$ cat src/rtl/fifo_pkg.sv
`default_nettype none
`timescale 1ns/1ps
// +-------------------------------------------------------------------------+
// | fifo_pkg : shared pointer/occupancy helpers for the FIFO read side       |
// | Revision : 1.0                                                           |
// +-------------------------------------------------------------------------+
package fifo_pkg;

  localparam int MIN_DEPTH = 2;

  function automatic int ptr_width(input int depth);
    return (depth > 1) ? $clog2(depth) : 1;
  endfunction

  function automatic int occ_width(input int depth);
    return $clog2(depth + 1);
  endfunction

  // Explicit wrap so DEPTH need not be a power of two.
  function automatic int unsigned ptr_inc(input int unsigned ptr, input int unsigned depth);
    return (ptr == depth - 1) ? 0 : ptr + 1;
  endfunction

endpackage
`default_nettype wire

$ cat src/rtl/fifo_rd_stream_buf.sv
`default_nettype none
`timescale 1ns/1ps
// +-------------------------------------------------------------------------+
// | fifo_rd_stream_buf : DEPTH-entry ring buffer with push/pop/occupancy     |
// | Revision : 1.0                                                           |
// +-------------------------------------------------------------------------+
module fifo_rd_stream_buf
  import fifo_pkg::*;
#(
  parameter int BITS  = 32,
  parameter int DEPTH = 3,
  localparam int PW   = ptr_width(DEPTH),
  localparam int OW   = occ_width(DEPTH)
) (
  input  logic            clk,
  input  logic            rst_n,
  input  logic            push,
  input  logic [BITS-1:0] push_data,
  input  logic            pop,
  output logic [OW-1:0]   occ,
  output logic [BITS-1:0] head_data
);

  if (DEPTH < MIN_DEPTH) begin : g_depth_check
    $error("fifo_rd_stream_buf: DEPTH must be at least 2");
  end

  logic [BITS-1:0] mem_q [DEPTH];
  logic [BITS-1:0] mem_d [DEPTH];
  logic [PW-1:0]   head_q, head_d;
  logic [PW-1:0]   tail_q, tail_d;
  logic [OW-1:0]   occ_q, occ_d;
  logic            pop_ok;

  always_comb begin
    pop_ok = pop && (occ_q != '0);
    mem_d  = mem_q;
    head_d = head_q;
    tail_d = tail_q;
    occ_d  = occ_q;
    if (push) begin
      mem_d[tail_q] = push_data;
      tail_d        = PW'(ptr_inc(32'(tail_q), 32'(DEPTH)));
    end
    if (pop_ok) begin
      head_d = PW'(ptr_inc(32'(head_q), 32'(DEPTH)));
    end
    // Simultaneous push and pop leaves occupancy unchanged.
    case ({push, pop_ok})
      2'b10:   occ_d = occ_q + OW'(1);
      2'b01:   occ_d = occ_q - OW'(1);
      default: occ_d = occ_q;
    endcase
  end

  always_ff @(posedge clk or negedge rst_n) begin
    if (!rst_n) begin
      for (int i = 0; i < DEPTH; i++) mem_q[i] <= '0;
      head_q <= '0;
      tail_q <= '0;
      occ_q  <= '0;
    end else begin
      mem_q  <= mem_d;
      head_q <= head_d;
      tail_q <= tail_d;
      occ_q  <= occ_d;
    end
  end

  assign occ       = occ_q;
  assign head_data = mem_q[head_q];

endmodule
`default_nettype wire

$ cat src/rtl/fifo_rd_stream.sv
`default_nettype none
`timescale 1ns/1ps
// +-------------------------------------------------------------------------+
// | fifo_rd_stream : async-FIFO read port to valid/ready stream adapter      |
// | Optional: define FIFO_RD_STREAM_CNT_EN for the beat_cnt output port.    |
// | Revision : 1.0                                                           |
// +-------------------------------------------------------------------------+
module fifo_rd_stream
  import fifo_pkg::*;
#(
  parameter int BITS  = 32,
  parameter int DEPTH = 3
) (
  input  logic            rd_clk,
  input  logic            rd_rst_n,
  output logic            fifo_rd_en,
  input  logic [BITS-1:0] fifo_rd_data,
  input  logic            fifo_rd_empty,
  output logic            m_valid,
  input  logic            m_ready,
  output logic [BITS-1:0] m_data
`ifdef FIFO_RD_STREAM_CNT_EN
  ,
  output logic [31:0]     beat_cnt
`endif
);

  localparam int OW = occ_width(DEPTH);
  localparam logic [OW:0] DEPTH_W = (OW+1)'(DEPTH);

  logic [OW-1:0] occ;
  logic          inflight_q, inflight_d;
  logic          handshake;

  // Request only from registered state, reserving a slot for every word in flight.
  always_comb begin
    fifo_rd_en = !fifo_rd_empty && (((OW+1)'(occ) + (OW+1)'(inflight_q)) < DEPTH_W);
    inflight_d = fifo_rd_en;
    m_valid    = (occ != '0);
    handshake  = m_valid && m_ready;
  end

  always_ff @(posedge rd_clk or negedge rd_rst_n) begin
    if (!rd_rst_n) inflight_q <= 1'b0;
    else           inflight_q <= inflight_d;
  end

  fifo_rd_stream_buf #(
    .BITS  (BITS),
    .DEPTH (DEPTH)
  ) u_buf (
    .clk       (rd_clk),
    .rst_n     (rd_rst_n),
    .push      (inflight_q),
    .push_data (fifo_rd_data),
    .pop       (handshake),
    .occ       (occ),
    .head_data (m_data)
  );

`ifdef FIFO_RD_STREAM_CNT_EN
  logic [31:0] beat_cnt_q, beat_cnt_d;

  always_comb beat_cnt_d = beat_cnt_q + 32'(handshake);

  always_ff @(posedge rd_clk or negedge rd_rst_n) begin
    if (!rd_rst_n) beat_cnt_q <= '0;
    else           beat_cnt_q <= beat_cnt_d;
  end

  assign beat_cnt = beat_cnt_q;
`endif

endmodule
`default_nettype wire
$ cat config.mk
export PLATFORM = sky130hd
export DESIGN_NAME = fifo_rd_stream
export DESIGN_NICKNAME = d
export VERILOG_FILES = /design/src/rtl/fifo_pkg.sv /design/src/rtl/fifo_rd_stream_buf.sv /design/src/rtl/fifo_rd_stream.sv
export SDC_FILE = /design/constraint.sdc
export NUM_CORES = 1
export LEC_CHECK = 0
export ABC_AREA = 1
export CAP_MARGIN = 40
export CORE_ASPECT_RATIO = 0.6
export CORE_MARGIN = 3
export CORE_UTILIZATION = 50
export CTS_CLUSTER_DIAMETER = 100
export DETAILED_ROUTE_END_ITERATION = 16
export PLACE_DENSITY = 0.82
export SYNTH_ARGS = -nofsm -noshare
export SYNTH_HDL_FRONTEND = slang
export SYNTH_SLANG_ARGS = --single-unit
$ cat constraint.sdc
create_clock -name rd_clk -period 3.9 [get_ports rd_clk]
set_input_delay 0.975 -clock rd_clk [delete_from_list [all_inputs] [get_ports rd_clk]]
set_output_delay 0.975 -clock rd_clk [all_outputs]
set_load 0.02 [all_outputs]
==> flow_summary_export.csv <==
group,metric,value,unit
outcome,status,"complete, no violations",
die,rows,26,
clock_tree,ctsResizeCount,0,
synth,synth.largest_area_cell,"dfrtp_1",
synth,synthTopCellsByArea,"dfrtp_1, nand2_1, o21ai_2",
setup_path,cpMostUsedCell,"clkdlybuf4s50_1",
setup_path,critPathCaptureType,"output port",
synth,yosysMostFrequentCell,"nand2_1",
power,switchingPower,2.15,mW
global_routing,grt_pass1_wl,16800,µm
final_layout,final_cells,699,
power,finalPower,5.35,mW
die,dieArea,10600,µm²
clock_tree,ctsHtreeMaxLevel,3,
die,fp.dieW,131,µm
synth,syn_inst,524,
final_layout,finalNetCount,624,
clock_tree,clock-sinks,103,
synth,yosys-top-cells-count,"nand2_1, dfrtp_1, o21ai_2",
power,vdd_drop_max,0.000413,V
route,drt-wirelength-per-cell,14.4,µm
placed_design,dp.final_hpwl,6580,µm
sta,final-setup-viol-count,0,
setup_path,critical_path.cell_chain,"clkdlybuf4s50_1, nor2_1, nand2_1, inv_1, clkdlybuf4s50_1",
clock_tree,clk_pin_slew,0.06,ns
die,core,8780,µm²
setup_path,regToRegSetupSlack,1.86,ns
synth,syn_area_per_cell,8.92,µm²
setup_path,startpoint_type,"input pin",
placed_design,placed_area,5370,µm²
synth,ys.flop_type,"dfrtp_1",
synth,synth_area,4670,µm²
power,power_density,947,nW/µm²
clock_tree,cts_tree,"yes",
die,pin_count,70,
synth,synth_seq_cells,103,
setup_path,cp.required,2.92,ns
setup_path,path_max_fanout,2,
route,drc,0,
placed_design,gp_congestion,0.709,
final_layout,n_antenna_cell,0,
power,netSwitchingFraction,0.402,
placed_design,io_buffer_count,69,
clock_tree,cts_buffers,9,
final_layout,final_cell_area,5660,µm²
route,first_iter_violations,235,
sta,finalCritPeriodShare,0.806,
clock_tree,clkLatencyLatePin,0.34,ns
sta,fin_crit,3.14,ns
final_layout,drive_gt1_frac,0.128,
synth,synth_nets,563,
final_layout,area_delta_synth_final,21.0,%
route,drt_wl_total,10000,µm
route,detail-route-antenna-nets,0,
global_routing,grt_pass1_vias,3421,
clock_tree,hold_buffers,0,
synth,ys_warn_count,0,
sta,hold_viol_final,0,
sta,final.setup.tns,0,ns
clock_tree,cts-root-buf,"clkbuf_16",
clock_tree,clock_path_buffers,2,
synth,synth_edf_count,0,
power,power.share.clock,0.164,
sta,worstMarginPinSlew,0.742,ns
placed_design,pre_cts_slack,0.753,ns
setup_path,cp_slowest_cell,"clkdlybuf4s50_1",
die,initial_utilization,0.532,
route,first_pass_iters,5,
route,viasPerCell,5.21,
power,p_seq_frac,0.357,
global_routing,antenna_found_initial,0,
global_routing,grt-ovfl-total,0,
setup_path,crit_type,"input pin to output port",
placed_design,dp.cells,686,
sta,slew_violations,0,
sta,slew_headroom,0.505,
synth,synth_top_area_share,0.552,
global_routing,grt_max_degree,66,
synth,synthArstFlopShare,1.00,
die,die_h,80.9,µm
setup_path,slowest_delay,0.60,ns
power,p_leak,2.76,nW
power,cellInternalPower,3.20,mW
sta,skew,0.00420,ns
route,route.vias.total,3642,
sta,fmax,0.318,GHz
synth,yosysSeqAreaShare,0.552,
power,combPwrFrac,0.478,
clock_tree,cts_setup_buffers,0,
final_layout,fillCellCount,730,
sta,finalWorstSetupSlack,0.756,ns
run,drv_cap,0,
final_layout,final_util,0.644,
sta,rsz0062_at_grt,"no",
synth,synthDistinctLibCells,18,
sta,whs,0.481,ns
global_routing,grt_use_total,0.206,
setup_path,cp.arrival,2.17,ns
min_path,hold_path.class,"flip-flop to flip-flop",
-- area by class of cell --
class,instances,area (µm²),share of cell area
Clock inverter,1,30.0,0.00531
Clock buffer,12,256,0.0454
Tap cell,112,140,0.0248
Multi-Input combinational cell,349,1710,0.302
Timing Repair Buffer,79,783,0.138
Sequential cell,103,2580,0.456
Inverter,43,161,0.0285
-- registers in the layout, indices dropped and copies added, names as in the netlist --
name	count
inflight_q	1
u_buf.head_q	2
u_buf.mem_q	96
u_buf.occ	2
u_buf.tail_q	2
-- power by group through the flow --
stage               Clock [mW]  Sequential [mW]  Combinational [mW]
floorplan                    0             1.84                1.75
global placement             0             1.89                2.50
detailed placement           0             1.92                2.58
CTS                      0.901             1.91                2.59
global route             0.946             1.97                2.84
finish                   0.880             1.91                2.56
-- metal layers --
layer / global-route usage / share of wire
met1: 0.300 / 0.48
met2: 0.306 / 0.45
met3: 0.0532 / 0.066
met4: 0.0585 / 0.0034
met5: 0 / 0
-- logic make-up (layout without fill, tap and decap cells) --
| group | after synthesis | count (layout) | synth area share |
|---|---|---|---|
| flip-flops | 103 | 103 | 0.552 |
| XOR/XNOR | 1 | 1 | 0.00187 |
| adder cells (fa/ha/maj) | 3 | 3 | 0.00803 |
| AND/OR/NAND/NOR | 247 | 247 | 0.215 |
| AO/OA/AOI/OAI | 98 | 98 | 0.140 |
| buffers and inverters | 72 | 135 | 0.0833 |
-- worst max-delay path: cells and delay by family --
family	cells	cell delay, ns
and+or+nand+nor	2	0.13
buffers and inverters	3	1.07
-- cells in the final DEF (no fill, tap or decap), drive strengths merged --
master	n
dfrtp	103
bufinv	1
nor2	4
nand2	206
buf	11
nand3	36
o21ai	98
clkdlybuf4s50	68
ha	3
xnor2	1
clkbuf	12
nand4	1
inv	43
-- final timing paths --
check                                startpoint               to  cells after the start
max in group asynchronous              rd_rst_n  u_buf.mem_q[30]                      3
worst min-delay path            u_buf.mem_q[91]  u_buf.mem_q[91]                      2
worst max register to register       inflight_q  u_buf.mem_q[37]                      4
worst max-delay path              fifo_rd_empty       fifo_rd_en                      5
worst min register to register  u_buf.mem_q[91]  u_buf.mem_q[91]                      2
min in group asynchronous              rd_rst_n  u_buf.mem_q[12]                      1
No activity file was read; power rests on OpenSTA's default activity.
